$ cat src/rtl/shared_reg_arbiter_pkg.sv
// Shared types and helpers for the shared-register arbiter.
// State encoding and a ceiling-log2 helper that never returns less than one bit.
package shared_reg_arbiter_pkg;

    typedef enum logic {
        ST_IDLE = 1'b0,
        ST_OWN  = 1'b1
    } state_t;

    function automatic int clog2_min1(input int n);
        int r;
        r = 0;
        while ((1 << r) < n) r++;
        return (r < 1) ? 1 : r;
    endfunction

endpackage

$ cat src/rtl/shared_reg_arbiter_if.sv
// Requester-side bundle of the shared-register arbiter: requests and data in,
// grant/ack/register contents out. master = requester logic, slave = arbiter.
interface shared_reg_arbiter_if #(
    parameter int NREQ  = 4,
    parameter int WIDTH = 8
);
    import shared_reg_arbiter_pkg::*;

    localparam int IW = clog2_min1(NREQ);

    logic [NREQ-1:0]       req;
    logic [NREQ*WIDTH-1:0] wdata;
    logic [NREQ-1:0]       gnt;
    logic [NREQ-1:0]       ack;
    logic [WIDTH-1:0]      q;
    logic [IW-1:0]         owner;
    logic                  busy;

    modport master (
        output req, wdata,
        input  gnt, ack, q, owner, busy
    );

    modport slave (
        input  req, wdata,
        output gnt, ack, q, owner, busy
    );

endinterface

$ cat src/rtl/shared_reg_arbiter_rr_pick.sv
// Round-robin pick: first set request bit after the last owner, wrapping.
// Purely combinational; vld is low when no request is present.
module shared_reg_arbiter_rr_pick
    import shared_reg_arbiter_pkg::*;
#(
    parameter int NREQ = 4,
    parameter int IW   = clog2_min1(NREQ)
) (
    input  logic [NREQ-1:0] req,
    input  logic [IW-1:0]   last,
    output logic [IW-1:0]   winner,
    output logic            vld
);

    logic [NREQ-1:0] rot;

    // rot[0] is the requester right after the last owner, i.e. highest priority
    always_comb begin
        rot    = '0;
        winner = '0;
        for (int i = 0; i < NREQ; i++) begin
            rot[i] = req[(int'(last) + 1 + i) % NREQ];
        end
        for (int i = NREQ - 1; i >= 0; i--) begin
            if (rot[i]) winner = IW'((int'(last) + 1 + i) % NREQ);
        end
    end

    assign vld = |req;

endmodule

$ cat src/rtl/shared_reg_arbiter.sv
// Round-robin arbiter/write sequencer for one shared WIDTH-bit register.
// Grant and capture one edge after request; ownership held HOLD cycles, requests ignored meanwhile.
module shared_reg_arbiter
    import shared_reg_arbiter_pkg::*;
#(
    parameter int NREQ  = 4,
    parameter int WIDTH = 8,
    parameter int HOLD  = 2
) (
    input  logic                clk,
    input  logic                rst_n,
    shared_reg_arbiter_if.slave bus
);

    localparam int IW = clog2_min1(NREQ);
    localparam int CW = clog2_min1(HOLD);

    state_t           state, state_nxt;
    logic [CW-1:0]    cnt, cnt_nxt;
    logic [IW-1:0]    last, last_nxt;
    logic [WIDTH-1:0] q_r, q_nxt;
    logic [IW-1:0]    owner_r, owner_nxt;
    logic [NREQ-1:0]  gnt_r, gnt_nxt;
    logic [NREQ-1:0]  ack_r, ack_nxt;
    logic             busy_r, busy_nxt;

    logic [IW-1:0]    winner;
    logic             win_vld;
    logic             arb;

    shared_reg_arbiter_rr_pick #(
        .NREQ (NREQ),
        .IW   (IW)
    ) u_pick (
        .req    (bus.req),
        .last   (last),
        .winner (winner),
        .vld    (win_vld)
    );

    // The last cycle of an ownership is also an arbitration point, so grants run back to back
    assign arb = (state == ST_IDLE) || (cnt == '0);

    always_comb begin
        state_nxt = state;
        cnt_nxt   = cnt;
        last_nxt  = last;
        q_nxt     = q_r;
        owner_nxt = owner_r;
        gnt_nxt   = gnt_r;
        ack_nxt   = '0;
        busy_nxt  = busy_r;
        if (arb) begin
            if (win_vld) begin
                state_nxt       = ST_OWN;
                cnt_nxt         = CW'(HOLD - 1);
                last_nxt        = winner;
                owner_nxt       = winner;
                q_nxt           = bus.wdata[int'(winner) * WIDTH +: WIDTH];
                gnt_nxt         = '0;
                gnt_nxt[winner] = 1'b1;
                ack_nxt[winner] = 1'b1;
                busy_nxt        = 1'b1;
            end else begin
                state_nxt = ST_IDLE;
                gnt_nxt   = '0;
                busy_nxt  = 1'b0;
            end
        end else begin
            cnt_nxt = cnt - CW'(1);
        end
    end

    always_ff @(posedge clk or negedge rst_n) begin
        if (!rst_n) begin
            state   <= ST_IDLE;
            cnt     <= '0;
            last    <= IW'(NREQ - 1);
            q_r     <= '0;
            owner_r <= '0;
            gnt_r   <= '0;
            ack_r   <= '0;
            busy_r  <= 1'b0;
        end else begin
            state   <= state_nxt;
            cnt     <= cnt_nxt;
            last    <= last_nxt;
            q_r     <= q_nxt;
            owner_r <= owner_nxt;
            gnt_r   <= gnt_nxt;
            ack_r   <= ack_nxt;
            busy_r  <= busy_nxt;
        end
    end

    assign bus.gnt   = gnt_r;
    assign bus.ack   = ack_r;
    assign bus.q     = q_r;
    assign bus.owner = owner_r;
    assign bus.busy  = busy_r;

endmodule

$ cat src/flat_wrapper.sv
// flat-port wrapper written by rule: the top's interface ports become plain ports
module shared_reg_arbiter_flat import shared_reg_arbiter_pkg::*;
#(
    parameter int NREQ  = 4,
    parameter int WIDTH = 8,
    parameter int HOLD  = 2
)
  (clk, rst_n, bus_req, bus_wdata, bus_gnt, bus_ack, bus_q, bus_owner, bus_busy);
  shared_reg_arbiter_if #(.NREQ(NREQ), .WIDTH(WIDTH)) bus_i ();
  input  logic clk;
  input  logic rst_n;
  input wire logic [$bits(bus_i.req)-1:0] bus_req;
  input wire logic [$bits(bus_i.wdata)-1:0] bus_wdata;
  output wire logic [$bits(bus_i.gnt)-1:0] bus_gnt;
  output wire logic [$bits(bus_i.ack)-1:0] bus_ack;
  output wire logic [$bits(bus_i.q)-1:0] bus_q;
  output wire logic [$bits(bus_i.owner)-1:0] bus_owner;
  output wire logic [$bits(bus_i.busy)-1:0] bus_busy;
  assign bus_i.req = bus_req;
  assign bus_i.wdata = bus_wdata;
  assign bus_gnt = bus_i.gnt;
  assign bus_ack = bus_i.ack;
  assign bus_q = bus_i.q;
  assign bus_owner = bus_i.owner;
  assign bus_busy = bus_i.busy;
  shared_reg_arbiter #(.NREQ(NREQ), .WIDTH(WIDTH), .HOLD(HOLD)) u_core (.clk(clk), .rst_n(rst_n), .bus(bus_i));
endmodule
$ cat config.mk
export PLATFORM = sky130hd
export DESIGN_NAME = shared_reg_arbiter_flat
export DESIGN_NICKNAME = d
export VERILOG_FILES = /design/src/rtl/shared_reg_arbiter_pkg.sv /design/src/rtl/shared_reg_arbiter_if.sv /design/src/rtl/shared_reg_arbiter_rr_pick.sv /design/src/rtl/shared_reg_arbiter.sv /design/src/flat_wrapper.sv
export SDC_FILE = /design/constraint.sdc
export NUM_CORES = 1
export LEC_CHECK = 0
export ABC_CLOCK_PERIOD_IN_PS = 1700
export BUFFER_PORTS_ARGS = -buffer_cell sky130_fd_sc_hd__buf_4
export CAP_MARGIN = 20
export CORE_AREA = 2 2 70 72
export DETAILED_ROUTE_END_ITERATION = 10
export DIE_AREA = 0 0 72 74
export PLACE_DENSITY_LB_ADDON = 0.15
export SYNTH_ARGS = -nofsm -noshare
export SYNTH_HDL_FRONTEND = slang
export SYNTH_SLANG_ARGS = --single-unit
$ cat constraint.sdc
create_clock -name clk -period 1.7 [get_ports clk]
set_input_delay 0.34 -clock clk [delete_from_list [all_inputs] [get_ports clk]]
set_output_delay 0.34 -clock clk [all_outputs]
set_load 0.05 [all_outputs]
## Word level (Yosys, flattened, before mapping)

Cells that the tools add are included.

- Register bits after elaboration: 22
- Latch bits: 0
- RAM bits: 0
- Bits in read-only memories: 0
- Bits of input ports: 38
- Output and inout port bits: 19
- Memories kept: 0

- Add/sub/neg operators: 5
- Multipliers: 0
- Div/mod/pow operators: 0
- $lt $le $gt $ge: 6
- Equality and inequality tests: 1
- Shift-type cells: 1
- Mux-type cells: 23
- Bitwise logic cells: 6
- Reductions and logical operators: 8

Operators with widths:

| operator | count |
|---|---|
| $add A32 B3 Y32 const B | 2 |
| $add A32 B2 Y32 const B | 1 |
| $shiftx A32 B6 Y8 | 1 |
| $lt A3 B4 Y1 const B | 4 |
| $mux W1 | 12 |
| $bmux W1 S2 | 4 |
| $mux W2 | 4 |
| $mux W4 | 2 |
| $reduce_or A2 Y1 | 4 |
| $reduce_or A4 Y1 | 1 |
| $add A2 B1 Y3 const B | 1 |
| $and A1 B1 Y1 | 3 |
| $lt A2 B3 Y1 const B | 1 |
| $demux W1 S2 | 1 |
| $ge A2 B1 Y1 const B | 1 |
| $ne A2 B2 Y1 const B | 1 |
| $not A1 Y1 | 2 |
| $reduce_and A2 Y1 | 1 |
| $and A1 B1 Y1 const A | 1 |
| $logic_and A1 B1 Y1 | 1 |
| $logic_or A1 B1 Y1 | 1 |
| $sub A1 B1 Y1 const B | 1 |

## Logic depth before layout (Yosys ltp)

Gate-level depths: netlist of run 1.

- Depth after elaboration: 17
- Depth in mapped cells: 8

## By module

Synthesis of run 1 repeated with hierarchy kept, for this count alone.

- Cell total of the unflattened synthesis: 81
- Area total of the unflattened synthesis: 1,139.8 µm²

By module, submodules not included:

| module | times used | cells an instance | area each (µm²) | sequential area each (µm²) |
|---|---|---|---|---|
| shared_reg_arbiter | 1 | 67 | 1,053.5 | 553.0 |
| shared_reg_arbiter_rr_pick | 1 | 14 | 86.3 | 0.0 |

## Worst setup path after synthesis of run 1

No wires, ideal clock.

- Path kind: reg-to-reg
- From: register u_core.last[1]
- To: register u_core.q_r[5] (netlist: u_core.bus.q[5])
- Setup time: 138 ps
- Arrival time: 1,538 ps
- Path slack: 25 ps
- Stages on the path, launching flop included: 9
- Cell sequence: dfstp_2 buf_4 nand2_1 a21oi_1 o221a_1 buf_6 buf_6 mux2i_1 o221ai_1

- Cells in the longest elaborated chain, start to end: 10

RTL lines:

| element | RTL line | RTL |
|---|---|---|
| from (decl) | shared_reg_arbiter.sv:20 | `logic [IW-1:0] last, last_nxt;` |
| from (signal assigned) | shared_reg_arbiter.sv:78 | `last <= IW'(NREQ - 1);` |
| from (signal assigned) | shared_reg_arbiter.sv:87 | `last <= last_nxt;` |
| $add A2 B1 Y3 (*) | shared_reg_arbiter_rr_pick.sv:22, shared_reg_arbiter_rr_pick.sv:25 |  |
| $add A32 B3 Y32 | shared_reg_arbiter_rr_pick.sv:22, shared_reg_arbiter_rr_pick.sv:25 |  |
| $bmux W1 S2 | shared_reg_arbiter_rr_pick.sv:22 | `rot[i] = req[(int'(last) + 1 + i) % NREQ];` |
| $mux W1 (not written as such) (2 in a row) | shared_reg_arbiter_rr_pick.sv:22 |  |
| $mux W2 (3 in a row) | shared_reg_arbiter_rr_pick.sv:25 | `if (rot[i]) winner = IW'((int'(last) + 1 + i) % NREQ);` |
| $mux W2 (*) | shared_reg_arbiter_rr_pick.sv:25 |  |
| $shiftx A32 B6 Y8 (*) | shared_reg_arbiter.sv:59 | `q_nxt = bus.wdata[int'(winner) * WIDTH +: WIDTH];` |
| to (signal assigned) | shared_reg_arbiter.sv:88 | `q_r <= q_nxt;` |
| to (decl) | shared_reg_arbiter.sv:21 | `logic [WIDTH-1:0] q_r, q_nxt;` |

Every way passes the cells marked *; elsewhere a longest branch is shown, timed or not. The select of a mux whose other input is x is not followed.
A chain may end at the register's enable or synchronous reset.

## Worst setup path in the final report of run 1

Ends and elaborated chain as after synthesis.

==> metrics, run 1 <==
post-DP HPWL 2258 um; post-synth cell types 26; DRT iter0 DRCs 16; Syn Area/Cell 10.50 um^2; vias in the first global route 1058; clock power share 0.100; post-synthesis mux area share 0.1558; share of cells above drive strength 1 0.4643; P_leak 0.8461 nW; core area 4598 um^2; Syn Nets 142; area of the multi-input gates 471.7 um^2; smallest hold slack 0.3817 ns; synth top area cells dfrtp_1, mux2i_1, nand2_1, o221ai_1, dfstp_2; GPL Wtd Cong 0.6886; antenna viol nets, final 0; CTS buffer count 3; Final TNS setup 0 ns; DR pass1 iterations 4; Worst path top cell family by delay flip-flops; Req. time, crit path 1.83 ns; Ports 57; residual DRC count 0; simple-gate share of the synthesized area 0.1478; Rows 25; Pwr Total 3.226 mW; worst slew pin tran 0.3221 ns; Nets 207; ant diodes 0; number of port buffers 56; final hold vios 0; initial antenna violation count 0; WL final 3019 um; Overflow after GRT 0; Worst Hold Path Cells 3; chip width 72 um; largest net degree at the start of global routing 23; Synth area leader dfrtp_1; die area 5328 um^2; crit path cell chain mux2i_1 -> o221a_2 -> buf_6 -> mux2i_2 -> o221ai_1; Initial Utilization 0.2376; Seq pwr share 0.280; Worst-Skew Late Latency 0.25 ns; R2R depth 5; WL/cell 13.60 um; yosys warns 0; Design Area, Final 1674 um^2; part of the cycle the worst path needs 0.9900; Setup WS pre-CTS -0.01813 ns; WP depth 5; area growth from synthesis to layout 53.26%; Final WS setup 0.01703 ns; Crit Path Class flip-flop to flip-flop; Peak VDD IR 0.7185 mV; global-route wire length before repair 4733 um; clk sinks 22; power share of the combinational group 0.619; Max Fclk 594.2 MHz; Largest stage delay, worst path 0.57 ns; Max Clock Skew 0.001378 ns; status finished clean; CTS tree done; Syn Std Cell Area 1092 um^2; area of placed instances 1602 um^2; vias per cell 4.572; Hold Path Class input port to flip-flop; sw frac 0.4808; Worst-path clk slew 0.07 ns; flop and latch count out of synthesis 22; main combinational cell family by area after synthesis multiplexers; MaxCap Viol Count 0; RSZ-0062 raised after global routing true; Syn Inst Count 104; Max Slew Vio Count 0; Root Buffer clkbuf_8; Period minus WS final 1.683 ns; Die Ht 74 um; CP Launch Type flip-flop; Slew HR 0.7852; sw power 1.551 mW; worst path buffer plus inverter count 1; post-synthesis sequential area ratio 0.5063; Worst Setup End Kind flip-flop; WP data arrival 1.81 ns; share of the synthesized area in the top cell type 0.4582; FF/Latch Area 553.0 um^2; Int Power 1.675 mW; crit path max fanout 6; Vias 1015; Post-Synth Adder-Cell Area 0; clk buf depth 2; CTS H-Tree Depth 1; fill count 477; post-synthesis xor/xnor area fraction 0; PD cells 1927 nW/um^2; Compound-Gate Fraction of Synth Area 0.1249; Crit-path slowest cell dfstp_2; GRT Util Overall 0.1141; final setup fails 0
[power by group through the flow]
| stage | logic [mW] | clock network [mW] | registers [mW] |
|---|---|---|---|
| after floorplan | 0.727 | 0 | 1.54 |
| after global placement | 1.96 | 0 | 0.907 |
| after detailed placement | 1.98 | 0 | 0.913 |
| after CTS | 2.16 | 0.334 | 0.908 |
| after global routing | 2.15 | 0.355 | 0.935 |
| final | 2.00 | 0.324 | 0.904 |
[final cells by class]
cell class / count / share of cell area
flip-flops and latches: 22 / 0.3303
repair buffers: 67 / 0.3161
multi-input cells: 73 / 0.2818
well taps: 54 / 0.04036
inverters: 2 / 0.004484
clock buffers: 4 / 0.02691
[repair_timing]
item,4_1_cts,5_1_grt
hold buffers,1,0
setup buffers,3,0
endpoints found under the hold margin,20,0
pin swaps,2,6
cloned,2,0
setup endpoints to repair,5,8
gates resized for setup,3,4
[through the flow]
stage | utilization | cells
2_1_floorplan | - | 104
3_3_place_gp | 0.3483 | 215
3_5_place_dp | 0.3483 | 215
4_1_cts | 0.3771 | 225
5_1_grt | 0.3641 | 222
6_report | 0.3641 | 222
[worst paths after layout]
check | from | slack [ns] | end
setup / recovery | u_core.last[1]$_DFFE_PN1P_ | 0.02 | u_core.bus.q[5]$_DFFE_PN0P_
hold / removal | bus_wdata[24] | 0.38 | u_core.bus.q[0]$_DFFE_PN0P_
setup reg to reg | u_core.last[1]$_DFFE_PN1P_ | 0.02 | u_core.bus.q[5]$_DFFE_PN0P_
hold reg to reg | u_core.bus.owner[1]$_DFFE_PN0P_ | 0.50 | u_core.bus.owner[1]$_DFFE_PN0P_
max in group asynchronous | rst_n | 0.92 | u_core.last[1]$_DFFE_PN1P_
min in group asynchronous | rst_n | 0.51 | u_core.bus.ack[2]$_DFF_PN0_
[logic make-up after synthesis]
| kind of cell | count (synthesis) |
|---|---|
| multiplexers | 17 |
| buffers and inverters | 9 |
| AO/OA/AOI/OAI | 19 |
| AND/OR/NAND/NOR | 37 |
| flip-flops | 22 |
[per-layer routing]
metal / track usage / vias up / wire, um
met3: 0.02033 / 4 / 110
met1: 0.1402 / 499 / 1213
li1: - / 492 / -
met5: 0 / - / 0
met4: 0.04612 / 0 / 53
met2: 0.1996 / 20 / 1642
[worst min-delay path, cell delays in order]
cell      delay (ns)
buf_4           0.08
mux2i_1         0.05
o221ai_1        0.13
[flip-flops by register name, summed over array words and instances (netlist names)]
register,flops
u_core.bus.gnt,4
u_core.state,1
u_core.cnt,1
u_core.bus.q,8
u_core.bus.ack,4
u_core.bus.owner,2
u_core.last,2
[cell usage in the layout, fill, tap and decap left out, drive strengths merged]
| master | n |
|---|---|
| nor2b | 1 |
| o221ai | 8 |
| mux2i | 17 |
| inv | 2 |
| or4 | 1 |
| and2 | 1 |
| nand2b | 1 |
| o22ai | 1 |
| nor4 | 1 |
| a21oi | 4 |
| dfstp | 2 |
| a31o | 1 |
| o221a | 1 |
| nor2 | 10 |
| nand2 | 22 |
| dfrtp | 20 |
| o21ai | 4 |
| buf | 66 |
| dlygate4sd3 | 1 |
| clkbuf | 4 |
[cell usage after synthesis, drive strengths merged]
cell,n
and2,1
nor4,1
or4,1
nor2b,1
clkbuf,1
dfstp,2
buf,6
mux2i,17
o21ai,4
nand2b,1
nand2,22
o221ai,8
a21oi,4
nor2,10
inv,2
a31o,1
dfrtp,20
o221a,1
o22ai,1
Note: power is estimated with default switching activity, not from simulation.
==> run 2, diff against run 1 <==
--- a/config.mk
+++ b/config.mk
@@ -8,10 +8,11 @@
 export ABC_CLOCK_PERIOD_IN_PS = 1700
 export BUFFER_PORTS_ARGS = -buffer_cell sky130_fd_sc_hd__buf_4
 export CAP_MARGIN = 20
-export CORE_AREA = 2 2 70 72
+export CORE_AREA = 2 2 71 73
 export DETAILED_ROUTE_END_ITERATION = 10
-export DIE_AREA = 0 0 72 74
+export DIE_AREA = 0 0 73 75
 export PLACE_DENSITY_LB_ADDON = 0.15
 export SYNTH_ARGS = -nofsm -noshare
 export SYNTH_HDL_FRONTEND = slang
+export SYNTH_HIERARCHICAL = 1
 export SYNTH_SLANG_ARGS = --single-unit
==> run 2 against run 1 <==
The flow now finishes with violations (setup timing). Power is 9.2% higher. Sequential power is 0.7% higher. Design area is 8.4% higher. Setup slack lost 0.41 ns. Die area rose by 2.8%. Clock skew about the same. Global-route usage rose by 0.14 points. Sequential cell count is the same. Fmax is 20% lower. Count of clock-buffer cells in the layout down 1. Combinational power up 6%. Critical path type unchanged. Largest cell class is now multi-input gates. Largest power group unchanged.
==> metrics, run 2 <==
Synth top cells by count dfrtp_1, mux4_2, mux2_4 (was nand2_1, dfrtp_1, mux2i_1, nor2_1, o221ai_1); met3 routed WL 191 um (was 110 um); Async S/R FF share, synth 1.000 (unchanged); status complete, but fails checks (was finished clean); vias in the first global route 980 (was 1058); Pwr Total 3.524 mW (was 3.226 mW); worst slew pin tran 0.8988 ns (was 0.3221 ns); die area 5475 um^2 (was 5328 um^2); crit path max fanout 4 (was 6); PD cells 1942 nW/um^2 (was 1927 nW/um^2); Crit Path Class flip-flop to flip-flop (unchanged); most frequent cells in the layout buf_4, dfrtp_1, mux4_2 (was buf_4, nand2_1, dfrtp_1); clk buf depth 2 (unchanged); GPL Wtd Cong 0.7133 (was 0.6886); WP data arrival 2.25 ns (was 1.81 ns); Nets 190 (was 207); Synth Flop Type dfrtp_1 (unchanged); Syn Area/Cell 14.07 um^2 (was 10.50 um^2); initial antenna violation count 0 (unchanged); number of port buffers 56 (unchanged); vias per cell 4.615 (was 4.572); MaxCap Viol Count 0 (unchanged); DRT iter0 DRCs 49 (was 16); WL final 2966 um (was 3019 um); antenna viol nets, final 0 (unchanged); post-synth cell types 26 (unchanged); Worst-Skew Late Latency 0.27 ns (was 0.25 ns); Rows 25 (unchanged); share of the synthesized area in the top cell type 0.4391 (was 0.4582); Root Buffer clkbuf_8 (unchanged); Die Ht 75 um (was 74 um); M1 wire length 1374 um (was 1213 um); clock power share 0.141 (was 0.100); Int Power 2.011 mW (was 1.675 mW); EDFF count, synth 0 (unchanged); Period minus WS final 2.095 ns (was 1.683 ns); share of cells above drive strength 1 0.6556 (was 0.4643); Max Clock Skew 0.0009470 ns (was 0.001378 ns); area growth from synthesis to layout 59.17% (was 53.26%); sw power 1.513 mW (was 1.551 mW); Seq pwr share 0.258 (was 0.280); post-synthesis sequential area ratio 0.4852 (was 0.5063); Vias 946 (was 1015); Req. time, crit path 1.86 ns (was 1.83 ns); Ports 57 (unchanged); Synth area leader dfrtp_1 (unchanged); Max Fclk 477.3 MHz (was 594.2 MHz); CP Launch Type flip-flop (unchanged); commonest non-fill, non-tap cell in the layout buf_4 (unchanged); synth top area cells dfrtp_1, mux4_2, mux2_4, dfstp_2, mux2_1 (was dfrtp_1, mux2i_1, nand2_1, o221ai_1, dfstp_2); P_leak 0.8936 nW (was 0.8461 nW); power share of the combinational group 0.601 (was 0.619); max reg flops 8 (unchanged); Initial Utilization 0.2446 (was 0.2376); final setup fails 9 (was 0); CTS buffer count 3 (unchanged); flop and latch count out of synthesis 22 (unchanged); CTS tree done (unchanged); sw frac 0.4295 (was 0.4808); chip width 73 um (was 72 um); DR WL met2 1375 um (was 1642 um); clk sinks 22 (unchanged); Peak VDD IR 0.4123 mV (was 0.7185 mV); RSZ-0062 raised after global routing true (unchanged); part of the cycle the worst path needs 1.233 (was 0.9900); Syn Inst Count 81 (was 104); largest net degree at the start of global routing 23 (unchanged); most common cell in the netlist dfrtp_1 (was nand2_1); ant diodes 0 (unchanged); Syn Nets 119 (was 142); DR pass1 iterations 4 (unchanged); global-route wire length before repair 4767 um (was 4733 um); Final WS setup -0.3953 ns (was 0.01703 ns); Max Slew Vio Count 0 (unchanged); Worst-path clk slew 0.08 ns (was 0.07 ns); yosys warns 6 (was 0); post-DP HPWL 2299 um (was 2258 um); failing checks setup timing; WL/cell 14.47 um (was 13.60 um); Slew HR 0.3973 (was 0.7852); Overflow after GRT 0 (unchanged); CTS H-Tree Depth 1 (unchanged); Hold Path Class input port to flip-flop (unchanged); Setup WS pre-CTS -0.3549 ns (was -0.01813 ns); Syn Std Cell Area 1140 um^2 (was 1092 um^2); DR top layer met4 (unchanged); Worst Setup End Kind flip-flop (unchanged); core area 4661 um^2 (was 4598 um^2); GRT Util Overall 0.1155 (was 0.1141); final hold vios 0 (unchanged); residual DRC count 0 (unchanged)
==> run 2: cell count changes after synthesis, sizes merged, moves of 2 or more <==
cell and delta:
nand2 -19, mux2i -15, mux2 +12, mux4 +8
nor2 -8, o221ai -7, and3 +4, o21ai -4
nand2b +2, nand3 +2, nor3 +2, o31ai +2
==> run 2: power groups by stage <==
stage	sequential (mW)	combinational, mW	clock (mW)
after floorplan	1.59	0.726	0
final	0.910	2.12	0.497
after CTS	0.914	2.08	0.516
after global placement	0.911	2.03	0
after global routing	0.945	2.24	0.543
after detailed placement	0.921	2.06	0
==> run 2: what timing repair did <==
action | 4_1_cts | 5_1_grt
endpoints found under the hold margin | 20 | 0
gates cloned | 0 | 0
resized for setup | 2 | 5
pin swaps | 1 | 2
endpoints found under the setup margin | 11 | 17
hold buffers | 1 | 0
setup buffers | 0 | 1
==> run 2: final timing paths <==
kind / cells past startpoint / from / slack [ns] / end
worst max register to register: 6 / u_core/last[1]$_DFFE_PN1P_ / -0.40 / u_core/bus.q[7]$_DFFE_PN0P_
worst min register to register: 1 / u_core/bus.owner[0]$_DFFE_PN0P_ / 0.51 / u_core/bus.owner[0]$_DFFE_PN0P_
worst max-delay path: 6 / u_core/last[1]$_DFFE_PN1P_ / -0.40 / u_core/bus.q[7]$_DFFE_PN0P_
max in group asynchronous: 2 / rst_n / 0.92 / u_core/last[0]$_DFFE_PN1P_
min in group asynchronous: 2 / rst_n / 0.50 / u_core/bus.ack[0]$_DFF_PN0_
worst min-delay path: 6 / bus_req[3] / 0.49 / u_core/state$_DFFE_PN0N_
==> run 2: kinds of logic (layout without fill, tap and decap cells) <==
family	count (synthesis)	in the layout	share of synthesized area
flops	22	22	0.4852
simple gates	17	17	0.07794
buf+inv	9	79	0.04391
compound gates	11	11	0.07903
mux	22	22	0.3139
==> run 2: area by class of cell <==
type | count | area (um^2)
multi-input cells | 50 | 556.8
repair buffers | 72 | 554.3
clock buffers | 3 | 41.29
well taps | 54 | 67.56
fillers | 450 | 2846
clock inverters | 1 | 30.03
flip-flops and latches | 22 | 553.0
inverters | 3 | 11.26
==> run 2: critical path, cell delays in order, from the launching register on <==
cell	delay (ns)
dfstp_2	0.58
nand2b_4	0.13
a21oi_2	0.05
o221ai_2	0.29
buf_6	0.17
mux4_2	0.50
mux2_4	0.27
==> run 2: per-layer routing <==
metal	vias up	global-route usage
li1	444	-
met1	456	0.1576
met2	44	0.1782
met3	2	0.02008
met4	0	0.05556
met5	-	0
==> run 2: per-stage QoR <==
stage	std cells	hold slack (ns)	utilization	instance area (um^2)	setup TNS, ns
floorplan	81	0.04441	-	1140	-1.816
global placement	199	0.2499	0.3635	1694	-2.178
detailed placement	199	0.2565	0.3635	1694	-2.736
finish	205	0.4944	0.3893	1814	-3.103
CTS	204	0.5044	0.3828	1784	-2.900
global route	205	0.5137	0.3893	1814	-3.874
==> run 3, diff against run 2 <==
--- a/config.mk
+++ b/config.mk
@@ -5,13 +5,14 @@
 export SDC_FILE = /design/constraint.sdc
 export NUM_CORES = 1
 export LEC_CHECK = 0
-export ABC_CLOCK_PERIOD_IN_PS = 1700
+export ABC_CLOCK_PERIOD_IN_PS = 2400
 export BUFFER_PORTS_ARGS = -buffer_cell sky130_fd_sc_hd__buf_4
 export CAP_MARGIN = 20
 export CORE_AREA = 2 2 71 73
 export DETAILED_ROUTE_END_ITERATION = 10
 export DIE_AREA = 0 0 73 75
 export PLACE_DENSITY_LB_ADDON = 0.15
+export SLEW_MARGIN = 30
 export SYNTH_ARGS = -nofsm -noshare
 export SYNTH_HDL_FRONTEND = slang
 export SYNTH_HIERARCHICAL = 1
==> constraint.sdc (replaced) <==
create_clock -name clk -period 2.4 [get_ports clk]
set_input_delay 0.48 -clock clk [delete_from_list [all_inputs] [get_ports clk]]
set_output_delay 0.48 -clock clk [all_outputs]
set_load 0.05 [all_outputs]
==> run 3 against run 2 <==
Clock power is 52% lower. Sequential cell count stayed put. Global-route usage is 0.94 points lower. Sequential power is 28% lower. Register-to-register slack better by 0.69 ns. Fmax is 0.44% lower. Clock skew is 0.0060 ns higher. Design area is 8.7% lower. Setup slack better by 0.69 ns. Final cell count is 6.3% lower. The flow now finishes without violations. Core utilization is 3.4 points lower. Highest routed layer unchanged. Combinational power is 37% lower.
==> metrics, run 3 (synthesis results as in run 2) <==
part of the cycle the worst path needs 0.8769 (was 1.233); Die Ht 75 um (unchanged); Overflow after GRT 0 (unchanged); GRT Util Overall 0.1060 (was 0.1155); Initial Utilization 0.2446 (unchanged); post-cts sizing count 0 (was 2); die area 5475 um^2 (unchanged); non-filler instance count after layout 192 (was 205); Hold Path Class input port to async pin (was input port to flip-flop); clk buf depth 2 (unchanged); Req. time, crit path 2.55 ns (was 1.86 ns); Worst-Skew Late Latency 0.26 ns (was 0.27 ns); GPL Wtd Cong 0.6503 (was 0.7133); most frequent cells in the layout buf_4, dfrtp_1, mux4_2 (unchanged); Ports 57 (unchanged); CTS buffer count 3 (unchanged); CTS tree done (unchanged); crit path cell chain nand2b_1 -> a21oi_1 -> o221ai_2 -> buf_4 -> mux4_2 -> mux2_4 (was nand2b_4 -> a21oi_2 -> o221ai_2 -> buf_6 -> mux4_2 -> mux2_4); DRT iter0 DRCs 46 (was 49); vias per cell 4.609 (was 4.615); status finished clean (was complete, but fails checks); WL final 2854 um (was 2966 um); number of port buffers 56 (unchanged); Vias 885 (was 946); RSZ-0062 raised after global routing false (was true); Max Slew Vio Count 0 (unchanged); final setup fails 0 (was 9); final hold vios 0 (unchanged); Max Clock Skew 0.006905 ns (was 0.0009470 ns); initial antenna violation count 0 (unchanged); crit path max fanout 9 (was 4); max reg flops 8 (unchanged); PD cells 1351 nW/um^2 (was 1942 nW/um^2); Root Buffer clkbuf_8 (unchanged); post-DP HPWL 2146 um (was 2299 um); CP Launch Type flip-flop (unchanged); CTS H-Tree Depth 1 (unchanged); CTS Hold Bufs 0 (was 1); Slew HR 0.4592 (was 0.3973); clk sinks 22 (unchanged); Nets 177 (was 190); MaxCap Viol Count 0 (unchanged); Worst path top cell family by delay multiplexers (unchanged); Peak VDD IR 0.3878 mV (was 0.4123 mV); DR pass1 iterations 3 (was 4); area growth from synthesis to layout 45.33% (was 59.17%); global-route wire length before repair 4395 um (was 4767 um); Crit Path Class flip-flop to flip-flop (unchanged); antenna viol nets, final 0 (unchanged); Worst-path clk slew 0.08 ns (about the same); commonest non-fill, non-tap cell in the layout buf_4 (unchanged); Rows 25 (unchanged); Worst Setup End Kind flip-flop (unchanged); Final TNS setup 0 ns (was -3.103 ns); vias in the first global route 891 (was 980); Inst Count DP 188 (was 199); worst slew pin tran 0.8065 ns (was 0.8988 ns); share of cells above drive strength 1 0.6014 (was 0.6556); chip width 73 um (unchanged); Period minus WS final 2.104 ns (was 2.095 ns); worst path buffer plus inverter count 1 (unchanged); P_leak 0.8038 nW (was 0.8936 nW); residual DRC count 0 (unchanged); ant diodes 0 (unchanged); Crit-path slowest cell dfstp_2 (unchanged); WL/cell 14.86 um (was 14.47 um); core area 4661 um^2 (unchanged); Max Fclk 475.2 MHz (was 477.3 MHz); largest net degree at the start of global routing 23 (unchanged); WP data arrival 2.25 ns (about the same); number of post-CTS setup repair buffers 0 (unchanged); Largest stage delay, worst path 0.59 ns (was 0.58 ns)
[run 3: path summary, 6_finish.rpt]
path,slack [ns],from,to,cells after the start
hold / removal,0.09,rst_n,u_core/bus.owner[0]$_DFFE_PN0P_,1
min in group clk,0.50,u_core/bus.owner[1]$_DFFE_PN0P_,u_core/bus.owner[1]$_DFFE_PN0P_,1
setup / recovery,0.30,u_core/last[1]$_DFFE_PN1P_,u_core/bus.q[5]$_DFFE_PN0P_,6
hold reg to reg,0.50,u_core/bus.owner[1]$_DFFE_PN0P_,u_core/bus.owner[1]$_DFFE_PN0P_,1
max in group asynchronous,2.02,rst_n,u_core/last[0]$_DFFE_PN1P_,1
setup reg to reg,0.30,u_core/last[1]$_DFFE_PN1P_,u_core/bus.q[5]$_DFFE_PN0P_,6
[run 3: metrics by stage]
stage	utilization	worst slack (ns)	total power, mW	instance area (um^2)	hold WS, ns
floorplan	-	0.4729	1.643	1140	0.1844
global placement	0.3458	0.2844	2.014	1612	0.3876
detailed placement	0.3458	0.2295	2.028	1612	0.3907
CTS	0.3554	0.2864	2.270	1657	0.09954
global route	0.3554	0.1707	2.366	1657	0.1068
finish	0.3554	0.2955	2.239	1657	0.08744
[run 3: layout make-up]
cell class	count	area, um^2
fillers	478	3004
flip-flops and latches	22	553.0
multi-input cells	50	536.8
repair buffers	59	442.9
well taps	54	67.56
clock buffers	4	45.04
inverters	3	11.26
[run 3: power breakdown]
group | leakage (nW) | switching [mW] | internal (mW)
clock | 0.0228 | 0.118 | 0.118
combinational | 0.517 | 0.792 | 0.553
sequential | 0.264 | 0.111 | 0.546
total | 0.804 | 1.02 | 1.22
[run 3: worst register-to-register path, delay by kind of cell (launching register included)]
family / cells / cell delay, ns
multiplexers: 2 / 0.79
flip-flops: 1 / 0.59
buffers and inverters: 1 / 0.24
AND/OR/NAND/NOR: 1 / 0.12
AO/OA/AOI/OAI: 2 / 0.27
[run 3: metal layers]
metal  track usage  up-vias  routed length, um
li1              -      416                  -
met1        0.1382      433               1252
met2        0.1722       32               1401
met3       0.01874        4                154
met4       0.04938        0                 45
met5             0        -                  0
